$ cat src/rtl/conc_stim_pkg.sv
// conc_stim_pkg: shared state encoding and opcode field layout for the stimulus player.
package conc_stim_pkg;
    localparam int OPW      = 8;
    localparam int OBS_BIT  = 7;
    localparam int STBI_BIT = 6;
    localparam int XIN_MSB  = 5;
    localparam int XIN_LSB  = 0;
    typedef enum logic [1:0] {IDLE, PRIME, PLAY, DONE} state_t;
endpackage

$ cat src/rtl/conc_opcode_ram.sv
// conc_opcode_ram: DEPTH x OPW synchronous RAM; read enable low freezes the output word.
module conc_opcode_ram
    import conc_stim_pkg::*;
#(
    parameter int DEPTH = 128,
    parameter int AW    = 7
) (
    input  logic           clock,
    input  logic           we,
    input  logic [AW-1:0]  waddr,
    input  logic [OPW-1:0] wdata,
    input  logic           re,
    input  logic [AW-1:0]  raddr,
    output logic [OPW-1:0] rdata
);
    logic [OPW-1:0] mem [DEPTH];
    always_ff @(posedge clock) begin
        if (we && ({1'b0, waddr} < (AW+1)'(DEPTH))) mem[waddr] <= wdata;
        if (re) rdata <= mem[raddr];
    end
endmodule

$ cat src/rtl/conc_stim_player.sv
// conc_stim_player: replays a loaded opcode image onto x_in/stbi/obs, one opcode per clock.
module conc_stim_player
    import conc_stim_pkg::*;
#(
    parameter int DEPTH = 128,
    parameter int AW    = 7,
    parameter int CNTW  = 32
) (
    input  logic            clock,
    input  logic            reset,
    input  logic            ld_valid,
    output logic            ld_ready,
    input  logic [AW-1:0]   ld_addr,
    input  logic [OPW-1:0]  ld_data,
    input  logic [AW:0]     len,
    input  logic            start,
    input  logic            hold,
    output logic [5:0]      x_in,
    output logic            stbi,
    output logic            obs,
    output logic [AW-1:0]   pc,
    output logic            busy,
    output logic            done,
    output logic [CNTW-1:0] step_cnt
);
    state_t          state_q, state_d;
    logic [AW-1:0]   pc_q, pc_d, raddr;
    logic [AW:0]     len_q, len_d, eff_len;
    logic [CNTW-1:0] step_q, step_d, step_inc;
    logic [OPW-1:0]  word;
    logic            re, we, more, play;

    assign eff_len  = (len > (AW+1)'(DEPTH)) ? (AW+1)'(DEPTH) : len;
    assign step_inc = &step_q ? step_q : step_q + 1'b1;
    assign more     = ({1'b0, pc_q} + 1'b1) < len_q;
    assign ld_ready = state_q == IDLE;
    assign we       = ld_valid && ld_ready;
    // The first fetch happens in PRIME so a write accepted alongside start is seen.
    assign raddr    = state_q == PRIME ? '0 : pc_q + 1'b1;
    assign play     = state_q == PLAY;
    assign x_in     = play ? word[XIN_MSB:XIN_LSB] : '0;
    assign stbi     = play && word[STBI_BIT];
    assign obs      = play && word[OBS_BIT];
    assign busy     = state_q == PRIME || play;
    assign done     = state_q == DONE;
    assign pc       = pc_q;
    assign step_cnt = step_q;

    conc_opcode_ram #(.DEPTH(DEPTH), .AW(AW)) u_ram (
        .clock(clock),
        .we(we),
        .waddr(ld_addr),
        .wdata(ld_data),
        .re(re),
        .raddr(raddr),
        .rdata(word)
    );

    always_ff @(posedge clock) begin
        if (reset) begin
            state_q <= IDLE;
            pc_q    <= '0;
            len_q   <= '0;
            step_q  <= '0;
        end else begin
            state_q <= state_d;
            pc_q    <= pc_d;
            len_q   <= len_d;
            step_q  <= step_d;
        end
    end

    always_comb begin
        state_d = state_q;
        pc_d    = pc_q;
        len_d   = len_q;
        step_d  = step_q;
        re      = 1'b0;
        case (state_q)
            IDLE: if (start) begin
                pc_d    = '0;
                step_d  = '0;
                len_d   = eff_len;
                state_d = eff_len == '0 ? DONE : PRIME;
            end
            PRIME: begin
                re      = 1'b1;
                step_d  = step_inc;
                state_d = PLAY;
            end
            PLAY: if (!hold) begin
                re      = more;
                pc_d    = more ? pc_q + 1'b1 : pc_q;
                step_d  = more ? step_inc : step_q;
                state_d = more ? PLAY : DONE;
            end
            default: state_d = IDLE;
        endcase
    end
endmodule
$ cat config.mk
export PLATFORM = sky130hd
export DESIGN_NAME = conc_stim_player
export DESIGN_NICKNAME = d
export VERILOG_FILES = /design/src/rtl/conc_stim_pkg.sv /design/src/rtl/conc_opcode_ram.sv /design/src/rtl/conc_stim_player.sv
export SDC_FILE = /design/constraint.sdc
export NUM_CORES = 1
export LEC_CHECK = 0
export CAP_MARGIN = 20
export CORE_ASPECT_RATIO = 0.5
export CORE_MARGIN = 10
export CORE_UTILIZATION = 45
export DETAILED_ROUTE_END_ITERATION = 16
export SLEW_MARGIN = 20
export SYNTH_ARGS = -nofsm -noshare
export SYNTH_HDL_FRONTEND = slang
export SYNTH_SLANG_ARGS = --single-unit
$ cat constraint.sdc
create_clock -name clock -period 3.7 [get_ports clock]
set_input_delay 0.74 -clock clock [delete_from_list [all_inputs] [get_ports clock]]
set_output_delay 0.74 -clock clock [all_outputs]
set_load 0.02 [all_outputs]
==> flow_summary.json <==
{
  "cp_data_required_time_ps": 4150,
  "antenna_left": 0,
  "antenna_found_initial": 3,
  "synth_top_area_share_pct": 70.5,
  "power_density_mw_per_mm2": 573,
  "synthFlopType": "edfxtp_1",
  "ir_drop_v": 0.000358,
  "drc_errors": 0,
  "startpoint": "state_q[1]$_SDFFE_PP0P_",
  "cts_tree": "done",
  "synthArstFlopShare_pct": 0,
  "syn_avg_cell_area_um2": 15.1,
  "stdcell_area_mm2": 0.0514,
  "synth-compound-area-share_pct": 7.44,
  "ys_ff_latch": 1081,
  "cts_made_buffers": 96,
  "insertion_delay_ps": 700,
  "arrival_ps": 3920,
  "dp_hpwl_um": 80200,
  "postCtsHoldBufs": 0,
  "via_count": 27700,
  "clockBufferDepth": 3,
  "fp-row-count": 80,
  "reg2reg_from": "state_q[1]$_SDFFE_PP0P_",
  "dp.cells": 4395,
  "tns_ps": 0,
  "min_period_ps": 3480,
  "synth_cell_types": 71,
  "synth_most_common_cell": "edfxtp_1",
  "synth_top_family_by_area": "simple AND/OR/NAND/NOR gates",
  "yosysSeqAreaShare_pct": 72.8,
  "grt_max_degree": 129,
  "initial_utilization_pct": 45.7,
  "nets": 3268,
  "path_max_fanout": 16,
  "period_share_pct": 94.0,
  "synth_edf_count": 1032,
  "clkTransAtPathRegs_ps": 70,
  "ys_top_cells_by_count": "edfxtp_1, nand2_1, nor2_1, nand3_1, mux2i_1",
  "hp-class": "register to register",
  "hold_violations": 0,
  "root_buffer": "clkbuf_16",
  "drive_gt1_share_pct": 17.9,
  "grt_usage_pct": 22.3,
  "synthSimpleGateAreaFrac_pct": 9.57,
  "synth_area_leader_cell": "edfxtp_1",
  "fin_cells": 4575,
  "dpl-instance-area_mm2": 0.0482,
  "skew_ps": 26.9,
  "grt-ovfl-total": 0,
  "grt_pass1_vias": 26300,
  "die_x_um": 462,
  "area_delta_synth_final_pct": 17.1,
  "vias_per_cell": 6.06,
  "grt_pass1_wl_um": 184000,
  "synth_xor_xnor_area_share_pct": 0.541,
  "synth_adder_area_share_pct": 0.370,
  "place.port_buffers": 77,
  "syn_nets": 2956,
  "worst_pin_slew_ps": 880,
  "rsz0062_at_grt": "no",
  "setup_violations": 0,
  "drtIter0Drc": 3656,
  "firstDrtPassIters": 6,
  "critPathKind": "register to register",
  "min_from": "len_q[7]$_SDFFE_PP0P_",
  "maxSlewHeadroom_pct": 40.6,
  "outcome": "finished, final reports clean",
  "fmax_mhz": 288,
  "wl_per_cell_um": 27.6,
  "ios": 78,
  "yosysWarnings": 0,
  "synth_area_mm2": 0.0439,
  "muxShareOfSynthArea_pct": 6.92,
  "cts_max_level": 3,
  "cp-start-kind": "register",
  "syn_inst": 2915,
  "die_area_mm2": 0.111,
  "critPathCaptureType": "register",
  "yosys-top-cells-area": "edfxtp_1, mux4_2, nand2_1",
  "cts.sinks": 1081,
  "fp.dieH_um": 241,
  "slew_violations": 0,
  "maxCapViolations": 0,
  "power.leakage_nw": 16.5,
  "wl_um": 126000,
  "core_area_mm2": 0.0961,
  "place.gp.congestion": 0.861
}
## critical path, stage by stage (launching register included)
cell and delay, ps:
dfxtp_1 380, inv_1 80, ha_1 260, or2_4 330, buf_12 180, buf_4 220
buf_4 190, nor3_1 130, a2111oi_0 90, a311oi_1 740, o21ai_0 210, buf_4 170
a32oi_1 160, nand3_1 90
## cell type report
type	count	area, µm²
multi-input cells	1619	11000
flip-flops and latches	1081	32000
fillers	7771	44600
inverters	22	85.1
well taps	1271	1590
diodes	1	2.50
repair buffers	407	3610
clock inverters	61	717
clock buffers	113	2490
## layout by cell type, fill, tap and decap left out, drive strengths merged, types with 69 or more instances in the layout
cell / instances
clkbuf: 113
edfxtp: 1032
clkdlybuf4s50: 69
mux2i: 117
nor2: 187
mux4: 82
nand3: 126
a311oi: 97
nor2b: 78
nand2: 414
a211oi: 83
buf: 338
## through the flow
step	utilization, %	setup WS, ps	hold slack, ps	power, mW
after floorplan	-	2.73	436	16.9
after global placement	50.1	43.3	452	19.2
after detailed placement	50.1	124	463	19.2
after CTS	53.5	100	472	29.5
after global routing	53.5	3.09	506	30.4
final	53.5	222	471	29.5
## what timing repair did
item | CTS | global route
endpoints found under the setup margin | 0 | 3
setup buffers | 0 | 5
endpoints found under the hold margin | 0 | 0
gates resized for setup | 0 | 2
## final timing paths
kind / end / slack, ps / cells after the start
max reg2reg: u_ram.rdata[5]$_DFFE_PP_ / 220 / 13
min reg2reg: len_q[7]$_SDFFE_PP0P_ / 470 / 2
max: u_ram.rdata[5]$_DFFE_PP_ / 220 / 13
min: len_q[7]$_SDFFE_PP0P_ / 470 / 2
## flip-flops by register name, indices dropped and copies added, names as in the netlist
| signal | count |
|---|---|
| len_q | 8 |
| pc | 7 |
| state_q | 2 |
| step_cnt | 32 |
| u_ram.mem | 1024 |
| u_ram.rdata | 8 |
## power by group
part | internal [mW] | total [mW] | leakage, nW | switching, mW
logic | 2.07 | 5.51 | 5.29 | 3.43
registers | 13.5 | 13.5 | 9.67 | 0.0446
clock network | 5.93 | 10.4 | 1.58 | 4.52
total | 21.5 | 29.5 | 16.5 | 8.00
## per-layer routing
layer  part of all wire, %  wire length (µm)  vias to the layer above  GRT usage [%]
met1                    43             54900                    14100           32.9
li1                      -                 -                    12000              -
met5                 0.010                13                        -              0
met2                    43             54900                     1442           33.3
met4                   2.3              2850                        2           5.41
met3                    11             13800                      195           5.46
## logic make-up (layout without fill, tap and decap cells)
group	after synthesis	after routing
DFF	1081	1081
and+or+nand+nor	935	935
AOI/OAI and AO/OA	445	445
buffers and inverters	215	603
muxes	201	201
xor gates and xnor gates	25	25
adders and majority gates	13	13
other	0	1
(Power assumes the default switching activity.)
